### src/rtl/instr_fetch_unit.sv
// ---------------------------------------------------------------------------
// instr_fetch_unit
//   Fetch-side initiator for a combinational instruction ROM. Owns the PC,
//   drives it as the ROM byte address, registers the returned word into the
//   fetch/decode boundary and applies taken branches after the MIPS delay
//   slot. A redirect that arrives while the pipe is stalled is parked in a
//   pending slot and applied on the first unstalled edge. Fetching from
//   HALT_ADDR stops the core; loading a misaligned PC raises a sticky error.
//
// Ports
//   clk             in   1   clock, rising edge
//   reset           in   1   asynchronous, active-high
//   instr_address   out  32  ROM byte address (the PC flop)
//   instr_readdata  in   32  ROM word at instr_address, same cycle
//   stall           in   1   hold PC and decode-stage outputs
//   branch_valid    in   1   taken branch/jump for the word in instr_out
//   branch_target   in   32  redirect address
//   instr_out       out  32  instruction for decode
//   pc_out          out  32  address of instr_out
//   pc_plus8        out  32  pc_out + 8 (link address)
//   instr_valid     out  1   instr_out holds a real instruction
//   active          out  1   core running
//   fetch_error     out  1   misaligned redirect seen, sticky until reset
//
// State | Meaning
//   RUN    | fetching and issuing
//   HALTED | PC reached HALT_ADDR, everything frozen
//   ERROR  | misaligned PC load attempted, everything frozen
// ---------------------------------------------------------------------------
module instr_fetch_unit #(
    parameter logic [31:0] RESET_VECTOR = 32'hBFC0_0000,
    parameter logic [31:0] HALT_ADDR    = 32'h0000_0000
) (
    input  logic        clk,
    input  logic        reset,
    output logic [31:0] instr_address,
    input  logic [31:0] instr_readdata,
    input  logic        stall,
    input  logic        branch_valid,
    input  logic [31:0] branch_target,
    output logic [31:0] instr_out,
    output logic [31:0] pc_out,
    output logic [31:0] pc_plus8,
    output logic        instr_valid,
    output logic        active,
    output logic        fetch_error
);

    typedef enum logic [1:0] {
        RUN    = 2'd0,
        HALTED = 2'd1,
        ERROR  = 2'd2
    } state_t;

    state_t      state_q,          state_d;
    logic [31:0] pc_q,             pc_d;
    logic [31:0] instr_out_q,      instr_out_d;
    logic [31:0] pc_out_q,         pc_out_d;
    logic [31:0] pc_plus8_q,       pc_plus8_d;
    logic        instr_valid_q,    instr_valid_d;
    logic        active_q,         active_d;
    logic        fetch_error_q,    fetch_error_d;
    logic        pending_valid_q,  pending_valid_d;
    logic [31:0] pending_target_q, pending_target_d;

    logic [31:0] next_pc;

    // Live branch beats a parked one: decode only presents both when it is
    // re-issuing the same branch, so the live copy is authoritative.
    always_comb begin
        next_pc = pc_q + 32'd4;
        if (branch_valid) begin
            next_pc = branch_target;
        end else if (pending_valid_q) begin
            next_pc = pending_target_q;
        end
    end

    always_comb begin
        state_d          = state_q;
        pc_d             = pc_q;
        instr_out_d      = instr_out_q;
        pc_out_d         = pc_out_q;
        pc_plus8_d       = pc_plus8_q;
        instr_valid_d    = instr_valid_q;
        active_d         = active_q;
        fetch_error_d    = fetch_error_q;
        pending_valid_d  = pending_valid_q;
        pending_target_d = pending_target_q;

        case (state_q)
            RUN: begin
                if (stall) begin
                    if (branch_valid) begin
                        pending_valid_d  = 1'b1;
                        pending_target_d = branch_target;
                    end
                end else if (pc_q == HALT_ADDR) begin
                    // Word at the halt address is never captured.
                    state_d       = HALTED;
                    instr_valid_d = 1'b0;
                    active_d      = 1'b0;
                end else begin
                    // Word at PC is the delay slot when branch_valid is set;
                    // it is always issued.
                    instr_out_d     = instr_readdata;
                    pc_out_d        = pc_q;
                    pc_plus8_d      = pc_q + 32'd8;
                    pending_valid_d = 1'b0;
                    if (next_pc[1:0] != 2'b00) begin
                        // Delay slot still lands in instr_out but is not
                        // issued; PC keeps its last good value.
                        state_d       = ERROR;
                        instr_valid_d = 1'b0;
                        active_d      = 1'b0;
                        fetch_error_d = 1'b1;
                    end else begin
                        pc_d          = next_pc;
                        instr_valid_d = 1'b1;
                    end
                end
            end
            HALTED, ERROR: begin
            end
            default: begin
                state_d = RUN;
            end
        endcase
    end

    always_ff @(posedge clk or posedge reset) begin
        if (reset) begin
            state_q          <= RUN;
            pc_q             <= RESET_VECTOR;
            instr_out_q      <= 32'd0;
            pc_out_q         <= 32'd0;
            pc_plus8_q       <= 32'd8;
            instr_valid_q    <= 1'b0;
            active_q         <= 1'b1;
            fetch_error_q    <= 1'b0;
            pending_valid_q  <= 1'b0;
            pending_target_q <= 32'd0;
        end else begin
            state_q          <= state_d;
            pc_q             <= pc_d;
            instr_out_q      <= instr_out_d;
            pc_out_q         <= pc_out_d;
            pc_plus8_q       <= pc_plus8_d;
            instr_valid_q    <= instr_valid_d;
            active_q         <= active_d;
            fetch_error_q    <= fetch_error_d;
            pending_valid_q  <= pending_valid_d;
            pending_target_q <= pending_target_d;
        end
    end

    assign instr_address = pc_q;
    assign instr_out     = instr_out_q;
    assign pc_out        = pc_out_q;
    assign pc_plus8      = pc_plus8_q;
    assign instr_valid   = instr_valid_q;
    assign active        = active_q;
    assign fetch_error   = fetch_error_q;

endmodule

### config.mk
export PLATFORM = sky130hd
export DESIGN_NAME = instr_fetch_unit
export DESIGN_NICKNAME = d
export VERILOG_FILES = /design/src/rtl/instr_fetch_unit.sv
export SDC_FILE = /design/constraint.sdc
export NUM_CORES = 1
export LEC_CHECK = 0
export CAP_MARGIN = 10
export CORE_ASPECT_RATIO = 0.75
export CORE_UTILIZATION = 50
export DETAILED_ROUTE_END_ITERATION = 12
export GPL_TIMING_DRIVEN = 0
export PLACE_DENSITY = 0.81
export SLEW_MARGIN = 20
export SYNTH_ARGS = -nofsm -noshare
export SYNTH_HDL_FRONTEND = slang
export SYNTH_SLANG_ARGS = --single-unit
### constraint.sdc
create_clock -name clk -period 7.35 [get_ports clk]
set_input_delay 1.47 -clock clk [delete_from_list [all_inputs] [get_ports clk]]
set_output_delay 1.47 -clock clk [all_outputs]
set_load 0.005 [all_outputs]
# Word level (Yosys, flattened, before mapping)
# Cells that the tools add are included.
# totals
ff_bits,166
in_bits,68
output_inout_bits,131
elab_cells,48
# classes
n_addsub,2
n_eq_ne,6
n_mux,13
bitwise,4
reduce_logical,13
# ops
op,count
$mux W32,2
$add A32 B3 Y32 const B,1
$add A32 B4 Y32 const B,1
$logic_not A32 Y1,1
$reduce_and A3 Y1,5
$reduce_and A4 Y1,2
$mux W1,7
$mux W2,3
$ne A2 B2 Y1 const B,2
$not A1 Y1,4
$pmux W2 S2,1
$reduce_bool A2 Y1,2
$ne A3 B3 Y1 const B,1
$eq A2 B1 Y1 const B,1
$eq A2 B2 Y1 const B,1
$logic_not A2 Y1,1
$ne A2 B1 Y1 const B,1
$reduce_and A2 Y1,1
$reduce_or A2 Y1,1

# Longest topological paths before layout
# depth
ltp_word,8
mapped_depth,10
depth_no_buf,7

# Worst setup path after synthesis
# No wires, ideal clock.
# synth_timing
kind,input to register
start,input branch_valid
end,register pc_q[26] (netlist: instr_address[26])
arrival_time_ns,2.573
setup_slack_ns,4.704
path_stages,7
n_path_buf,2
cell_sequence,inv_1 -> clkbuf_1 -> o21a_1 -> o221a_2 -> clkbuf_1 -> nor2_1 -> a21oi_1
# synth_between
elab_chain_len,4
# synth_lines
element,line_no,text
from (decl),39,"input logic branch_valid,"
$mux W32 *,72,if (branch_valid) begin
$reduce_bool A2 Y1,110,if (next_pc[1:0] != 2'b00) begin
$not A1 Y1 (no line),-,
$reduce_and A4 Y1 (no line),-,
to (signal assigned),145,pc_q <= pc_d;
to (decl),56,"logic [31:0] pc_q, pc_d;"
# Every way passes the cells marked *; elsewhere a longest branch is shown, timed or not.
# A chain may end at the register's enable or synchronous reset.

# Worst setup path after layout
# layout_timing
start,input branch_valid
end,register pc_q[10] (netlist: instr_address[10])
# Same word-level chain as after synthesis.

==> metrics.txt <==
run status finished, final reports clean; Post-CTS Hold Buffers 0; vias in the first global route about 6800; internal power slightly above 3 mW; DIE AREA 16590 um2; fin worst setup slack around 4.1 ns; dpl cell area 10320 um2; WS Path Type in -> reg; Via Count approximately 7100; initial antenna violation count 0; Distinct cells, synth approximately 60; post-synth top area cell dfrtp_1; top post-synthesis cells by count dfrtp_1 (152), mux2_2 (87), nand2_1 (72); crit-path max FO 10; P per Cell Area 432.5 nW/um2; Setup TNS 0 ns; Worst Tran Pin Value around 1.1 ns; Mapped Cells ~750; R2R setup slack roughly 4.3 ns; worst r2r path cells 9; EDFF count, synth 0; Slew Viols, Final 0; area of the mapped netlist approximately 8000 um2; drt pass-1 iters 6; Pwr Total roughly 4.7 mW; highest clock rate ~300 MHz; Synth Warn # 0; fin crit period between 3 and 4 ns; Nets around 1000; Root Driver clkbuf_16; Floorplan Core Area between 15000 and 20000 um2; Mapped Avg Cell Area between 10 and 15 um2; Initial Utilization 51.95%; Critical Path Source Type primary input; DP HPWL roughly 18000 um; P&R area growth vs syn 36.06%; Critical Path RT 7.70 ns; final hold vios 0; Reg power frac ~34%; chip height 111.8 um; layout cells sized above 1 18.57%; clk_lat worst skew 0.43 ns; CTS sink count between 150 and 200; I/O pin cnt 199; top_reg_cell synth dfrtp_1; Setup WS pre-CTS between 3 and 4 ns; Total GRT Usage 30.92%; CTS tree yes; Layout Skew ~0.0095 ns; post-CTS resize count 0; Clock Pin Slew Worst Setup and Hold Paths roughly 0.07 ns; Worst Path Arrival ~3.6 ns; Max-Cap Viols 0; Port Buffers about 200; Fillers roughly 1200; Placed Cells roughly 1200; clk buf depth 2; asr flop ratio synth 100.0%; Setup Buffers After CTS 0; first-pass GRT wire length slightly below 40000 um; Max transition margin ~25%; reg-to-reg endpoint pc_out[1]; syn_nets roughly 820; Final Cell Area 10930 um2; DRC viols 0; top-count cell post-synth dfrtp_1; diode count 0; combinational share of power between 40% and 50%; Min-Delay Path Class reg -> reg; P_leak roughly 4.4 nW; Routed WL between 20000 and 25000 um; # setup viols final 0; crit path capture type flip-flop; vias per cell ~6.0; Hold Path End pc_out[3]; top post-synthesis cells by area dfrtp_1 (47%), mux2_2 (12%), dfstp_2 (3.6%); largest net degree at the start of global routing between 90 and 100; total gr overflow 0; htree depth 4; chip width approximately 150 um; switching power 1.695 mW; clock power share around 20%; number of cell rows 39; RePlAce Congestion 0.9538; RSZ-0062 raised after global routing no; post-synth top area share 47.33%; worst vdd ir roughly 0.19 mV; reg-to-reg startpoint instr_address[2]; initial drt markers 878; total CTS buffers 17; sequential area share after synthesis approximately half; DRT antenna net count 0; period utilization 44.80%; fin cells about 1200; Min Hold Slack around 0.48 ns; Hold Path Stages 2; switching fraction of total power about 36%; post-DR wirelength/cell between 20 and 25 um; Util after Layout a little over two thirds; hold wc startpoint pc_out[3]; Yosys reg bits about 160
[cells in the final DEF, fill, tap and decap left out, types with 9 or more instances in the layout]
| cell | n |
|---|---|
| nor4_1 | 18 |
| inv_1 | 9 |
| a21oi_1 | 43 |
| clkdlybuf4s50_1 | 198 |
| nand3_1 | 13 |
| nand2_1 | 72 |
| mux2_2 | 87 |
| clkbuf_16 | 17 |
| nor3_1 | 15 |
| dfrtp_1 | 152 |
| xnor2_1 | 21 |
| nand2b_1 | 9 |
| nand4_1 | 18 |
| dfstp_2 | 11 |
| nor2_1 | 29 |
| or3_1 | 9 |
| buf_4 | 17 |
| buf_2 | 20 |
| xor2_1 | 14 |
| clkbuf_1 | 27 |
| o21ai_0 | 57 |
[worst max-delay path by stage]
stage,startpoint,endpoint,slack [ns]
finish,branch_valid,instr_address[10],4.06
global route,branch_valid,instr_address[11],3.89
CTS,branch_valid,instr_address[10],4.15
detailed placement,branch_valid,instr_address[10],3.71
global placement,reset,pending_target_q[17],-0.69
floorplan,reset,fetch_error,1.49
[flip-flops by register name (all words and copies together) (netlist names), 2 cells and up]
register	count
instr_address	32
instr_out	32
pc_out	32
pc_plus8	29
pending_target_q	32
state_q	2
[worst max-delay path: stages]
cell and delay [ns]:
clkdlybuf4s50_1 0.53, clkbuf_1 0.35, clkbuf_1 0.44, clkbuf_1 0.47, a21oi_1 0.17, a21oi_1 0.20
[power by group through the flow]
stage | registers, mW | logic, mW | clock network (mW)
after floorplan | 1.58 | 1.06 | 0
after global placement | 1.59 | 2.10 | 0
after detailed placement | 1.61 | 2.15 | 0
after CTS | 1.60 | 2.17 | 0.952
after global routing | 1.65 | 2.35 | 0.993
final | 1.61 | 2.18 | 0.942
[area by class of cell]
cell class	count	area, um2	area share [%]
sequential	163	4093	37.43
multi-input combinational	509	3557	32.53
timing repair buffer	199	2009	18.38
clock buffer	18	429.2	3.925
buffer	67	355.3	3.250
tap	205	256.5	2.346
clock inverter	14	188.9	1.728
inverter	10	45.04	0.4119
[logic make-up (layout without fill, tap and decap cells)]
group / after synthesis / in the layout / share of synthesized area (%)
multiplexers: 98 / 98 / 13.64
flip-flops: 163 / 163 / 50.93
AND/OR/NAND/NOR: 213 / 213 / 13.83
adder cells (fa/ha/maj): 4 / 4 / 0.6228
buffers and inverters: 77 / 308 / 4.889
AO/OA/AOI/OAI: 159 / 159 / 12.28
XOR/XNOR: 35 / 35 / 3.814
[routing by layer]
metal  routed length [um]  vias up  track usage [%]  part of all wire (%)
met5                    0        -                0                     0
met4                  696        0            10.17                   2.8
met3                 2834       63            8.893                    12
met2                10570      487            45.01                    43
met1                10490     3446            44.28                    43
li1                     -     3139                -                     -
No activity file was read; power rests on OpenSTA's default activity.
